File: src/rtl/ccff_pkg.sv
// Shared types and sizing helpers for the configuration-chain loader.
package ccff_pkg;

  // Loader FSM states.
  typedef enum logic [1:0] {
    ST_IDLE      = 2'd0,
    ST_WAIT_WORD = 2'd1,
    ST_SHIFT     = 2'd2,
    ST_DONE      = 2'd3
  } ccff_state_t;

  // Width needed to count 0..chain_len shifted bits inclusive.
  function automatic int cnt_width(input int chain_len);
    return $clog2(chain_len + 1);
  endfunction

  // Width of the bit index within one bitstream word (at least 1).
  function automatic int idx_width(input int data_w);
    return (data_w > 1) ? $clog2(data_w) : 1;
  endfunction

endpackage

File: src/rtl/ccff_chain_loader.sv
// Initiator of the configuration chain: takes bitstream words over a
// valid/ready stream, shifts them LSB first onto ccff_head while enabling the
// chain clock gate, and optionally checks ccff_tail against the bits going in.
module ccff_chain_loader
  import ccff_pkg::*;
#(
  parameter int CHAIN_LEN = 1024,
  parameter int DATA_W    = 32,
  parameter int CNT_W     = cnt_width(CHAIN_LEN)
) (
  input  logic              prog_clk,
  input  logic              prog_reset,
  input  logic              start,
  input  logic              abort,
  input  logic              verify_en,
  input  logic [DATA_W-1:0] bs_data,
  input  logic              bs_valid,
  output logic              bs_ready,
  output logic              ccff_head,
  input  logic              ccff_tail,
  output logic              chain_clk_en,
  output logic              busy,
  output logic              done,
  output logic              mismatch,
  output logic [CNT_W-1:0]  bit_count
);

  localparam int IDX_W = idx_width(DATA_W);
  localparam logic [CNT_W-1:0] LAST_BIT = CNT_W'(CHAIN_LEN - 1);
  localparam logic [IDX_W-1:0] LAST_IDX = IDX_W'(DATA_W - 1);

  ccff_state_t       state_reg;
  logic [DATA_W-1:0] shreg_reg;
  logic [DATA_W-1:0] shreg_shifted;
  logic [IDX_W-1:0]  idx_reg;
  logic [CNT_W-1:0]  bit_count_reg;
  logic              verify_reg;
  logic              mismatch_reg;
  logic              clk_en_reg;
  logic              head_reg;
  logic              done_reg;

  assign shreg_shifted = shreg_reg >> 1;

  // Loader FSM. The clock enable, head bit and done pulse are flops of their
  // own (not state decodes) so the external clock gate never sees a glitch
  // while the two state bits change together.
  always_ff @(posedge prog_clk or posedge prog_reset) begin
    if (prog_reset) begin
      state_reg     <= ST_IDLE;
      shreg_reg     <= '0;
      idx_reg       <= '0;
      bit_count_reg <= '0;
      verify_reg    <= 1'b0;
      mismatch_reg  <= 1'b0;
      clk_en_reg    <= 1'b0;
      head_reg      <= 1'b0;
      done_reg      <= 1'b0;
    end else begin
      clk_en_reg <= 1'b0;
      head_reg   <= 1'b0;
      done_reg   <= 1'b0;
      if (abort && (state_reg != ST_IDLE)) begin
        // Abort wins over everything else; the partial count is kept.
        state_reg <= ST_IDLE;
      end else begin
        case (state_reg)
          ST_IDLE: begin
            if (start) begin
              state_reg     <= ST_WAIT_WORD;
              bit_count_reg <= '0;
              mismatch_reg  <= 1'b0;
              verify_reg    <= verify_en;
            end
          end
          ST_WAIT_WORD: begin
            if (bs_valid) begin
              shreg_reg  <= bs_data;
              idx_reg    <= '0;
              state_reg  <= ST_SHIFT;
              clk_en_reg <= 1'b1;
              head_reg   <= bs_data[0];
            end
          end
          ST_SHIFT: begin
            shreg_reg     <= shreg_shifted;
            idx_reg       <= idx_reg + IDX_W'(1);
            bit_count_reg <= bit_count_reg + CNT_W'(1);
            // On a reload of the same image the tail shows old bit k while
            // new bit k goes in, so any difference means the images differ.
            if (verify_reg && (ccff_tail != head_reg)) begin
              mismatch_reg <= 1'b1;
            end
            if (bit_count_reg == LAST_BIT) begin
              // Chain full: any unused high bits of this word are dropped.
              state_reg <= ST_DONE;
              done_reg  <= 1'b1;
            end else if (idx_reg == LAST_IDX) begin
              state_reg <= ST_WAIT_WORD;
            end else begin
              clk_en_reg <= 1'b1;
              head_reg   <= shreg_shifted[0];
            end
          end
          ST_DONE: begin
            state_reg <= ST_IDLE;
          end
          default: begin
            state_reg <= ST_IDLE;
          end
        endcase
      end
    end
  end

  assign bs_ready     = (state_reg == ST_WAIT_WORD);
  assign busy         = (state_reg != ST_IDLE);
  assign chain_clk_en = clk_en_reg;
  assign ccff_head    = head_reg;
  assign done         = done_reg;
  assign mismatch     = mismatch_reg;
  assign bit_count    = bit_count_reg;

endmodule

File: config.mk
export PLATFORM = sky130hd
export DESIGN_NAME = ccff_chain_loader
export DESIGN_NICKNAME = d
export VERILOG_FILES = /design/src/rtl/ccff_pkg.sv /design/src/rtl/ccff_chain_loader.sv
export SDC_FILE = /design/constraint.sdc
export NUM_CORES = 1
export LEC_CHECK = 0
export BUFFER_PORTS_ARGS = -buffer_cell sky130_fd_sc_hd__buf_2
export CAP_MARGIN = 5
export CELL_PAD_IN_SITES_DETAIL_PLACEMENT = 0
export CELL_PAD_IN_SITES_GLOBAL_PLACEMENT = 1
export CORE_ASPECT_RATIO = 0.5
export CORE_MARGIN = 10
export CORE_UTILIZATION = 41
export DETAILED_ROUTE_END_ITERATION = 12
export PLACE_DENSITY = 0.83
export SYNTH_ARGS = -nofsm -noshare
export SYNTH_HDL_FRONTEND = slang
export SYNTH_SLANG_ARGS = --single-unit
File: constraint.sdc
create_clock -name prog_clk -period 2.25 [get_ports prog_clk]
set_input_delay 0.3375 -clock prog_clk [delete_from_list [all_inputs] [get_ports prog_clk]]
set_output_delay 0.3375 -clock prog_clk [all_outputs]
set_load 0.05 [all_outputs]
== Word-level counts from Yosys, hierarchy flattened ==
Cells that the tools add are included.

* Flip-flop bits (word level): 55
* Output and inout bits: 17
* Memories: 0
* RAM bits: 0
* Input port bits: 39
* Logic and storage cells: 63
* Bits in latches: 0
* ROM bits: 0

* Divide/modulo/power cells: 0
* Muxes and demuxes: 28
* $add $sub $neg: 2
* Reductions and logical operators: 11
* $mul: 0
* Eq/ne operators: 12
* Shift-type cells: 0
* Magnitude comparators: 0
* Bitwise operators: 1

{| class="wikitable"
|+ Operators by type and width
! kind !! number
|-
| $pmux 32 s2 || 1
|-
| $mux 32 || 1
|-
| $pmux 11 s2 || 1
|-
| $mux 1 || 13
|-
| $reduce_and 3->1 || 4
|-
| $add 11x1->11 const B || 1
|-
| $eq 11x10->1 const B || 1
|-
| $mux 11 || 1
|-
| $mux 2 || 5
|-
| $pmux 5 s2 || 1
|-
| $pmux 2 s4 || 1
|-
| $ne 2x2->1 const B || 3
|-
| $pmux 1 s2 || 3
|-
| $reduce_bool 2->1 || 3
|-
| $add 5x1->5 const B || 1
|-
| $eq 5x5->1 const B || 1
|-
| $mux 5 || 1
|-
| $eq 2x2->1 const B || 2
|-
| $ne 4x4->1 const B || 1
|-
| $reduce_and 4->1 || 1
|-
| $ne 3x2->1 const B || 1
|-
| $ne 3x3->1 const B || 1
|-
| $eq 2x1->1 const B || 1
|-
| $logic_and 1x1->1 || 2
|-
| 3 further kinds || 3
|}

== Depth between registers and ports, before layout ==
Gate-level depths: netlist (run 1).

* Word-level depth: 5
* Gate-level depth with buffers: 8
* Mapped depth without buffers: 7

== Worst setup path after synthesis (run 1) ==
Ideal clock, no wire load.

* Kind: reg-to-reg
* Start: register bit_count_reg[0] (netlist: bit_count[0])
* End: register state_reg[0]
* Stages on the path, launching flop included: 6
* Period minus slack after synthesis: 2045 ps
* Library setup time: 94 ps
* Arrival: 1951 ps
* Slack: 205 ps
* Buffers on the path: 0
* Required time: 2156 ps
* Cells stage by stage: dfrtp_1 > ha_1 > nand3_1 > o41ai_1 > a21oi_1 > a211oi_1

* Word-level cells in the longest chain between the ends: 4
* Elaborated cells between the ends (all ways): 6
* Those cells by class: eq/ne: 2; mux: 3; reduce/logical: 1

{| class="wikitable"
|+ Ends and longest elaborated chain
! item !! RTL line !! RTL
|-
| from (decl) || ccff_chain_loader.sv:36 || <nowiki>logic [CNT_W-1:0] bit_count_reg;</nowiki>
|-
| from (signal assigned) || ccff_chain_loader.sv:88 || <nowiki>bit_count_reg <= bit_count_reg + CNT_W'(1);</nowiki>
|-
| $eq 11x10->1 * || ccff_chain_loader.sv:94 || <nowiki>if (bit_count_reg == LAST_BIT) begin</nowiki>
|-
| $mux 2 || ccff_chain_loader.sv:94 ||
|-
| $pmux 2 s4 || ccff_chain_loader.sv:67 || <nowiki>case (state_reg)</nowiki>
|-
| $mux 2 || ccff_chain_loader.sv:63 || <nowiki>if (abort && (state_reg != ST_IDLE)) begin</nowiki>
|-
| to (signal assigned) || ccff_chain_loader.sv:65 || <nowiki>state_reg <= ST_IDLE;</nowiki>
|-
| to (signal assigned) || ccff_chain_loader.sv:70 || <nowiki>state_reg <= ST_WAIT_WORD;</nowiki>
|-
| to (signal assigned) || ccff_chain_loader.sv:96 || <nowiki>state_reg <= ST_DONE;</nowiki>
|-
| to (decl) || ccff_chain_loader.sv:32 || <nowiki>ccff_state_t state_reg;</nowiki>
|}

Every way passes the cells marked *; elsewhere a longest branch is shown, timed or not.
A chain may end at the register's enable or synchronous reset.

== Worst setup path in the final report (run 1) ==
* Start: register state_reg[1]
* End: register bit_count_reg[9] (netlist: bit_count[9])

* Word-level cells in the longest chain between the ends: 4
* Elaborated cells between the ends (all ways): 9
* Those cells by class: eq/ne: 2; mux: 1; bitwise: 1; reduce/logical: 5

{| class="wikitable"
|+ Ends and longest elaborated chain
! item !! RTL line !! RTL
|-
| from (signal assigned) || ccff_chain_loader.sv:50 || <nowiki>state_reg <= ST_IDLE;</nowiki>
|-
| from (signal assigned) || ccff_chain_loader.sv:65 ||
|-
| from (signal assigned) || ccff_chain_loader.sv:70 ||
|-
| branches (longest 4 deep; another with $reduce_and 3->1) || n/a ||
|}

Parallel ways; which one is timed is not known.

==> results of run 1 <==
[power breakdown]
part | switching (uW) | internal, uW | leakage [uW]
sequential | 182 | 1310 | 0.000700
clock | 331 | 408 | 0.0000640
combinational | 939 | 533 | 0.000700
[worst min path at each step]
| stage | startpoint | to | slack [ns] | cells after the start |
|---|---|---|---|---|
| detailed placement | prog_reset | shreg_reg[4] | 0.41 | 2 |
| global route | prog_reset | shreg_reg[5] | 0.11 | 2 |
| floorplan | shreg_reg[1] | shreg_reg[1] | 0.46 | 2 |
| CTS | prog_reset | shreg_reg[4] | 0.08 | 2 |
| finish | prog_reset | shreg_reg[4] | 0.06 | 2 |
| global placement | prog_reset | shreg_reg[3] | 0.40 | 2 |
[cell type report]
type	count	area (sq um)	share of cell area (%)
Multi-Input combinational cell	190	1220	38.3
Inverter	9	33.8	1.06
Clock buffer	7	133	4.16
Timing Repair Buffer	62	340	10.7
Sequential cell	54	1350	42.3
Tap cell	88	110	3.45
[worst max-delay path, cell delays in order (launching register included)]
cell	delay (ns)
dfrtp_1	0.38
inv_1	0.10
ha_1	0.25
or3b_1	0.55
a2111oi_2	0.47
xnor2_1	0.16
nor2_1	0.05
[cells in the final DEF, fill, tap and decap left out]
cell type	n
a2111oi_2	1
a2111oi_4	1
a211oi_1	6
a21boi_1	1
a21o_1	1
a21oi_1	6
a22o_1	1
a31oi_1	1
and3_1	2
buf_12	1
buf_2	55
buf_4	6
clkbuf_1	2
clkbuf_16	5
dfrtp_1	54
ha_1	6
ha_2	1
inv_1	7
inv_2	2
mux2_1	2
mux2i_1	31
nand2_1	44
nand2b_1	2
nand3_1	8
nand3b_1	1
nand4_1	2
nor2_1	15
nor2b_1	3
nor3_1	2
nor4_1	2
o21ai_0	1
o21ai_1	35
o22ai_1	1
o31ai_1	1
o41ai_1	1
or2_2	1
or3b_1	1
xnor2_1	9
xor2_1	1
[synthesized netlist by cell type, drive strengths merged, types with 2 or more instances]
cell | n | area share [%]
buf | 4 | 0.98
a21oi | 6 | 1.1
clkbuf | 10 | 1.4
nor2 | 15 | 2.1
nand4 | 2 | 0.47
nand2 | 44 | 6.2
mux2 | 2 | 0.84
nor2b | 3 | 0.70
nor4 | 2 | 0.47
nor3 | 2 | 0.37
o21ai | 36 | 6.7
nand2b | 2 | 0.47
ha | 7 | 3.3
and3 | 2 | 0.47
xnor2 | 9 | 3.0
inv | 9 | 1.3
dfrtp | 54 | 51
nand3 | 8 | 1.5
a211oi | 6 | 1.7
a2111oi | 2 | 1.6
mux2i | 31 | 12
[per-stage QoR]
stage | instance area, sq um | utilization (%)
finish | 3190 | 51.6
global route | 3190 | 51.6
CTS | 3190 | 51.6
detailed placement | 3060 | 49.5
global placement | 3060 | 49.5
floorplan | 2670 | -
[per-layer routing]
| metal | GRT usage (%) | share of wire [%] |
|---|---|---|
| met5 | 0 | 0 |
| met4 | 3.89 | 1.2 |
| met3 | 4.62 | 6.4 |
| met2 | 18.2 | 49 |
| met1 | 13.6 | 43 |
[cells by family after synthesis]
logic type	after synthesis	share of synthesized area, %
compound gates	57	13.1
xor+xnor	10	3.28
fa+ha+maj	7	3.28
buf+inv	23	3.65
flops	54	50.6
mux	33	12.5
simple gates	83	13.6
==> results_dict.tcl, run 1 <==
set metrics [dict create \
    drt_iter0_drc 103 \
    outcome "finished, final reports clean" \
    end_kind "register" \
    relSlewSlack_pct 59.6 \
    crit_start "state_reg[1]" \
    tightest_slew_ns 0.598 \
    cts.sinks 54 \
    drt_wl_total_mm 5.74 \
    power.total_uw 3700 \
    routedWlPerCell_um 14.0 \
    netlist_instances 267 \
    ys_ff_latch 54 \
    fillerInstances 574 \
    die_y_um 77.1 \
    path_class "register to register" \
    crit_end "bit_count[9]" \
    cts_setup_buffers 0 \
    design.die.area_sq_um 10300 \
    core-area_sq_um 6180 \
    nets 368 \
    largest_reg_flops 31 \
    cp_max_fo 11 \
    slew_viol_final 0 \
    grt_setup_unrepaired "no" \
    vdd_ir_drop_max_v 0.000563 \
    ys.flop_type "dfrtp_1" \
    cellLeakagePower_uw 0.00146 \
    first_pass_iters 4 \
    cts-root-buf "clkbuf_16" \
    ant_nets 0 \
    grt-ovfl-total 0 \
    die_w_um 134 \
    r2r_setup_slack_ns 0.17 \
    num_rows 20 \
    syn_nets 313 \
    syn2layout_area_growth_pct 19.5 \
    numCtsBuffers 5 \
    htreeDepth 2 \
    worst_hold_slack_ns 0.0606 \
    post-route-period-util_pct 92.3 \
    clock_latency_ns 0.30 \
    grt_pass1_wl_mm 9.68 \
    drc_errors 0 \
    drive_above_1_share_pct 22.7 \
    reg2regPathDepth 6 \
    r2r_end "bit_count[9]" \
    place_ws_ns 0.172 \
    cts_tree "done" \
    pin_count 56 \
    cts_buffer_depth 2 \
    synth_seq_area_share_pct 50.6 \
    grt_max_degree 73 \
    crit_arrival_ns 2.26 \
    insertedDiodeCount 0 \
    vias 2011 \
    port-buffer-count 55 \
    clkTransAtPathRegs_ns 0.07 \
    worstReg2RegStart "state_reg[1]" \
    finalSetupViolCount 0 \
    antenna_found_initial 0 \
    syn_area_per_cell_sq_um 10.0 \
    min_period_ns 2.08 \
    hp-class "input pin to async pin" \
    ys_async_sr_fraction_pct 100 \
    setup_ws_ns 0.173 \
    first_global_vias 2045 \
    p_per_area_nw_per_um2 1160 \
    max_cap_viol_count 0 \
    worstPathRequired_ns 2.44 \
    drt-vias-per-instance 4.90 \
    gp_congestion 0.818 \
    syn-cell-area_sq_um 2670 \
    cp-start-kind "register" \
    synth-edff-count 0 \
    hold_violations 0 \
    initial_utilization_pct 43.2 \
    ctsResizeCount 0 \
    hpwl_mm 4.25 \
    yosys_warnings 0 \
    postCtsHoldBufs 0 \
    tns_ns 0 \
    fmax_ghz 0.481 \
    dp.cells 403 \
    skew_ns 0.00703 \
    instances_no_fill 410 \
    synthDistinctLibCells 36 \
    grt_usage_pct 11.4 \
]
Power figures use the tool's default switching activity.
==> run 2: changes to the inputs <==
Settings changed: CORE_UTILIZATION 41 to 37, PLACE_DENSITY 0.83 to 0.8.
Clock period 2.25 ns to 1.85 ns, I/O delays scaled along.
==> run 2 against run 1 <==
The run now ends with negative setup slack left. Hold slack worse by 0.030 ns. Core utilization is 2.3 points lower. Non-clock buffer count is 13 higher. First-iteration DRC count is 23% higher. Fmax is 12% higher. Sequential share of layout area is 2.2 points lower. Power is 29% higher. Critical path type unchanged.
==> results_dict.tcl, run 2 (same netlist as run 1, synthesis figures left out) <==
set metrics [dict create \
    drt_iter0_drc 127 \
    htreeDepth 2 \
    crit_end "bit_count[10]" \
    largest_reg_flops 31 \
    outcome "complete, but fails checks" \
    cts_tree "done" \
    vias 2080 \
    worstReg2RegStart "state_reg[1]" \
    layout_common_cells "55 x buf_2, 52 x dfrtp_1, 44 x nand2_1, 35 x o21ai_1, 31 x mux2i_1" \
    cts.sinks 54 \
    utilization_pct 49.3 \
    grt_max_degree 34 \
    placed_cell_area_sq_um 3170 \
    cellLeakagePower_uw 0.00153 \
    insertedDiodeCount 0 \
    power.total_uw 4770 \
    postLayoutCellArea_sq_um 3370 \
    clkTransAtPathRegs_ns 0.07 \
    cts_buffer_depth 2 \
    num_rows 21 \
    skew_ns 0.00400 \
    fmax_ghz 0.538 \
    port-buffer-count 55 \
    violations "negative setup slack" \
    syn2layout_area_growth_pct 26.2 \
    hpwl_mm 4.57 \
    relSlewSlack_pct 62.3 \
    final_common_cell "buf_2" \
    min_period_ns 1.86 \
    die_y_um 80.1 \
    crit_arrival_ns 2.03 \
    reg2regPathDepth 6 \
    grt_usage_pct 10.9 \
    vdd_ir_drop_max_v 0.000534 \
    routedWlPerCell_um 14.3 \
    hp-class "input pin to async pin" \
    design.die.area_sq_um 11200 \
    hold_violations 0 \
    nets 381 \
    drive_above_1_share_pct 29.3 \
    grt_pass1_wl_mm 10.1 \
    cp-start-kind "register" \
    instances_no_fill 427 \
    end_kind "register" \
    max_cap_viol_count 0 \
    dp.cells 417 \
    first_global_vias 2109 \
    drt-vias-per-instance 4.87 \
    tns_ns -0.00830 \
    drt_wl_total_mm 6.09 \
    core-area_sq_um 6830 \
    die_w_um 140 \
    crit_start "state_reg[1]" \
    ant_nets 0 \
    postCtsHoldBufs 0 \
    clock_latency_ns 0.29 \
    r2r_end "bit_count[10]" \
    cp_max_fo 8 \
    antenna_found_initial 0 \
    post-route-period-util_pct 100 \
    grt_setup_unrepaired "yes" \
    gp_congestion 0.801 \
    tightest_slew_ns 0.565 \
    initial_utilization_pct 39.1 \
    first_pass_iters 4 \
    slew_viol_final 0 \
    r2r_setup_slack_ns -0.008 \
    numCtsBuffers 5 \
    p_per_area_nw_per_um2 1420 \
    pin_count 56 \
    setup_ws_ns -0.00830 \
    drc_errors 0 \
    finalSetupViolCount 1 \
    worstPathRequired_ns 2.02 \
    path_class "register to register" \
    grt-ovfl-total 0 \
    cts-root-buf "clkbuf_16" \
]
## run 2: cell types whose count changed in the layout (fill, tap and decap cells not counted), sizes merged
cell	change
clkbuf	-2
clkinvlp	+2
buf	+13
## run 2: worst max-delay path, stage by stage (launching register included)
cell and delay (ns):
dfrtp_1 0.39, buf_4 0.13, ha_2 0.16, or3b_4 0.45, a2111oi_4 0.39, xnor2_1 0.16
nor2_1 0.05
## run 2: layout make-up
type / instances / area (sq um)
Tap cell: 92 / 115
Clock buffer: 5 / 125
Multi-Input combinational cell: 190 / 1260
Inverter: 9 / 33.8
Sequential cell: 54 / 1350
Clock inverter: 2 / 15.0
Timing Repair Buffer: 75 / 467
Fill cell: 655 / 3460
## run 2: worst min path at each step
stage | start | to | slack (ns) | depth (start not counted)
after floorplan | verify_en | verify_reg | 0.41 | 1
final | prog_reset | idx_reg[3] | 0.03 | 2
after CTS | prog_reset | idx_reg[3] | 0.06 | 2
after global routing | prog_reset | idx_reg[3] | 0.08 | 2
after global placement | prog_reset | shreg_reg[1] | 0.36 | 2
after detailed placement | prog_reset | shreg_reg[1] | 0.38 | 2
## run 2: stage by stage
step | hold slack [ns] | worst slack, ns
after floorplan | 0.409 | -0.0687
after global placement | 0.364 | 0.0326
after global routing | 0.0799 | -0.0699
after detailed placement | 0.376 | -0.0146
final | 0.0307 | -0.00830
after CTS | 0.0554 | -0.0162
## run 2: where the power goes
| group | switching [uW] | internal [uW] |
|---|---|---|
| clock | 432 | 495 |
| combinational | 1220 | 827 |
| sequential | 213 | 1590 |
## run 2: timing repair
item                                    CTS  global route
buffers inserted                          0             3
endpoints found under the setup margin    6            27
gates resized for setup                   1             6
pin swaps                                 0             3
gates cloned                              0             0
## run 2: metal layers
metal  up-vias  GRT usage (%)  share of wire (%)
li1       1054              -                  -
met1       989           12.3                 44
met2        30           18.8                 50
met3         7           3.52                4.8
met4         0           4.61                1.6
met5         -              0                  0
==> run 3: changes to the inputs <==
Settings changed: BUFFER_PORTS_ARGS -buffer_cell sky130_fd_sc_hd__buf_2 to -buffer_cell sky130_fd_sc_hd__clkbuf_2, CAP_MARGIN 5 to 20.
==> run 3 against run 2 <==
The flow now finishes without violations. Sequential power is essentially flat. Largest power group unchanged. Die area is the same. Worst setup slack gained 0.015 ns. Clock power grew 5.6%. Non-clock buffer count shrank 1.
==> results_dict.tcl, run 3 (same netlist as run 1, synthesis figures left out) <==
set metrics [dict create \
    outcome "finished, final reports clean" \
    min_period_ns 1.84 \
    grt_usage_pct 10.5 \
    core-area_sq_um 6830 \
    top_layer "met4" \
    drt_wl_total_mm 6.15 \
    relSlewSlack_pct 63.7 \
    largest_reg_flops 31 \
    clock_latency_ns 0.29 \
    cts.sinks 54 \
    path_class "register to register" \
    p_per_area_nw_per_um2 1450 \
    cp_max_fo 9 \
    die_w_um 140 \
    tightest_slew_ns 0.544 \
    grt_max_degree 73 \
    grt_pass1_wl_mm 9.94 \
    hold_violations 0 \
    worst_hold_slack_ns 0.00906 \
    clkTransAtPathRegs_ns 0.07 \
    postCtsHoldBufs 0 \
    cts_buffer_depth 2 \
    tns_ns 0 \
    drt-vias-per-instance 4.84 \
    vias 2065 \
    crit_arrival_ns 2.03 \
    routed-wl-met2_mm 3.01 \
    power.total_uw 4890 \
    final_common_cell "clkbuf_2" \
    fmax_ghz 0.542 \
    insertedDiodeCount 0 \
    grt_setup_unrepaired "yes" \
    fillerInstances 632 \
    utilization_pct 49.5 \
    post-route-period-util_pct 99.6 \
    dr_wl_met3_um 286 \
    finalSetupViolCount 0 \
    drt_iter0_drc 166 \
    hpwl_mm 4.27 \
    cellLeakagePower_uw 0.00154 \
    routedWlPerCell_um 14.4 \
    layout_common_cells "55 x clkbuf_2, 52 x dfrtp_1, 43 x nand2_1, 35 x o21ai_1, 31 x mux2i_1" \
    slew_viol_final 0 \
    first_global_vias 2096 \
    hp-class "input pin to async pin" \
    antenna_found_initial 0 \
    die_y_um 80.1 \
    grt-ovfl-total 0 \
    skew_ns 0.00431 \
    max_cap_viol_count 0 \
    drc_errors 0 \
    gp_congestion 0.808 \
    end_kind "register" \
    cts_tree "done" \
    instances_no_fill 427 \
    cts-root-buf "clkbuf_16" \
    wl_met1_mm 2.80 \
    vdd_ir_drop_max_v 0.000564 \
    numCtsBuffers 5 \
    nets 380 \
    cp-start-kind "register" \
    drive_above_1_share_pct 29.3 \
    htreeDepth 2 \
    worstPathRequired_ns 2.03 \
    pin_count 56 \
    syn2layout_area_growth_pct 26.6 \
    dp.cells 415 \
    first_pass_iters 4 \
    ant_nets 0 \
    design.die.area_sq_um 11200 \
    num_rows 21 \
    initial_utilization_pct 39.1 \
    port-buffer-count 55 \
]
==> run 3: report_power, final <==
part / leakage, uW / total [uW] / switching (uW) / internal (uW)
clock: 0.0000735 / 978 / 434 / 544
sequential: 0.000696 / 1800 / 213 / 1590
combinational: 0.000767 / 2110 / 1280 / 834
==> run 3: routing by layer <==
| layer | vias up | global-route usage, % |
|---|---|---|
| met5 | - | 0 |
| met4 | 0 | 3.07 |
| met3 | 4 | 3.76 |
| met2 | 31 | 18.5 |
| met1 | 977 | 12.0 |
| li1 | 1053 | - |
==> run 3: final timing paths <==
kind                                       to  slack (ns)         start  cells past startpoint
worst max register to register   bit_count[9]       0.007  state_reg[0]                      6
worst min register to register   shreg_reg[3]        0.48  shreg_reg[3]                      2
max in group asynchronous       shreg_reg[30]        1.30    prog_reset                      3
worst min-delay path             bit_count[2]       0.009    prog_reset                      2
worst max-delay path             bit_count[9]       0.007  state_reg[0]                      6
min in group prog_clk              verify_reg        0.21     verify_en                      2
==> run 3: through the flow <==
stage                     area (sq um)  worst slack [ns]
final                             3380           0.00655
after global placement            3140            0.0523
after detailed placement          3140           -0.0261
after floorplan                   2680           -0.0687
after global routing              3380           -0.0698
after CTS                         3320            0.0121
==> run 3: timing repair <==
action | 4_1_cts | 5_1_grt
pin swaps | 0 | 1
resized for setup | 3 | 5
endpoints found under the setup margin | 2 | 26
gates cloned | 0 | 3
buffers inserted | 0 | 1
endpoints found under the hold margin | 0 | 0
==> run 3: layout make-up <==
type                    count  area [sq um]  share of cell area, %
clock inverters             2          16.3                  0.481
clock buffers               6           139                   4.11
inverters                   9          33.8                   1.00
multi-input cells         190          1260                   37.2
flip-flops and latches     54          1350                   40.1
repair buffers             74           463                   13.7
well taps                  92           115                   3.41
==> run 3: critical path, cell delays in order, from the launching register on <==
cell,delay (ns)
dfrtp_1,0.40
inv_2,0.10
ha_2,0.18
or3b_4,0.46
a2111oi_4,0.39
xnor2_1,0.16
nor2_1,0.05
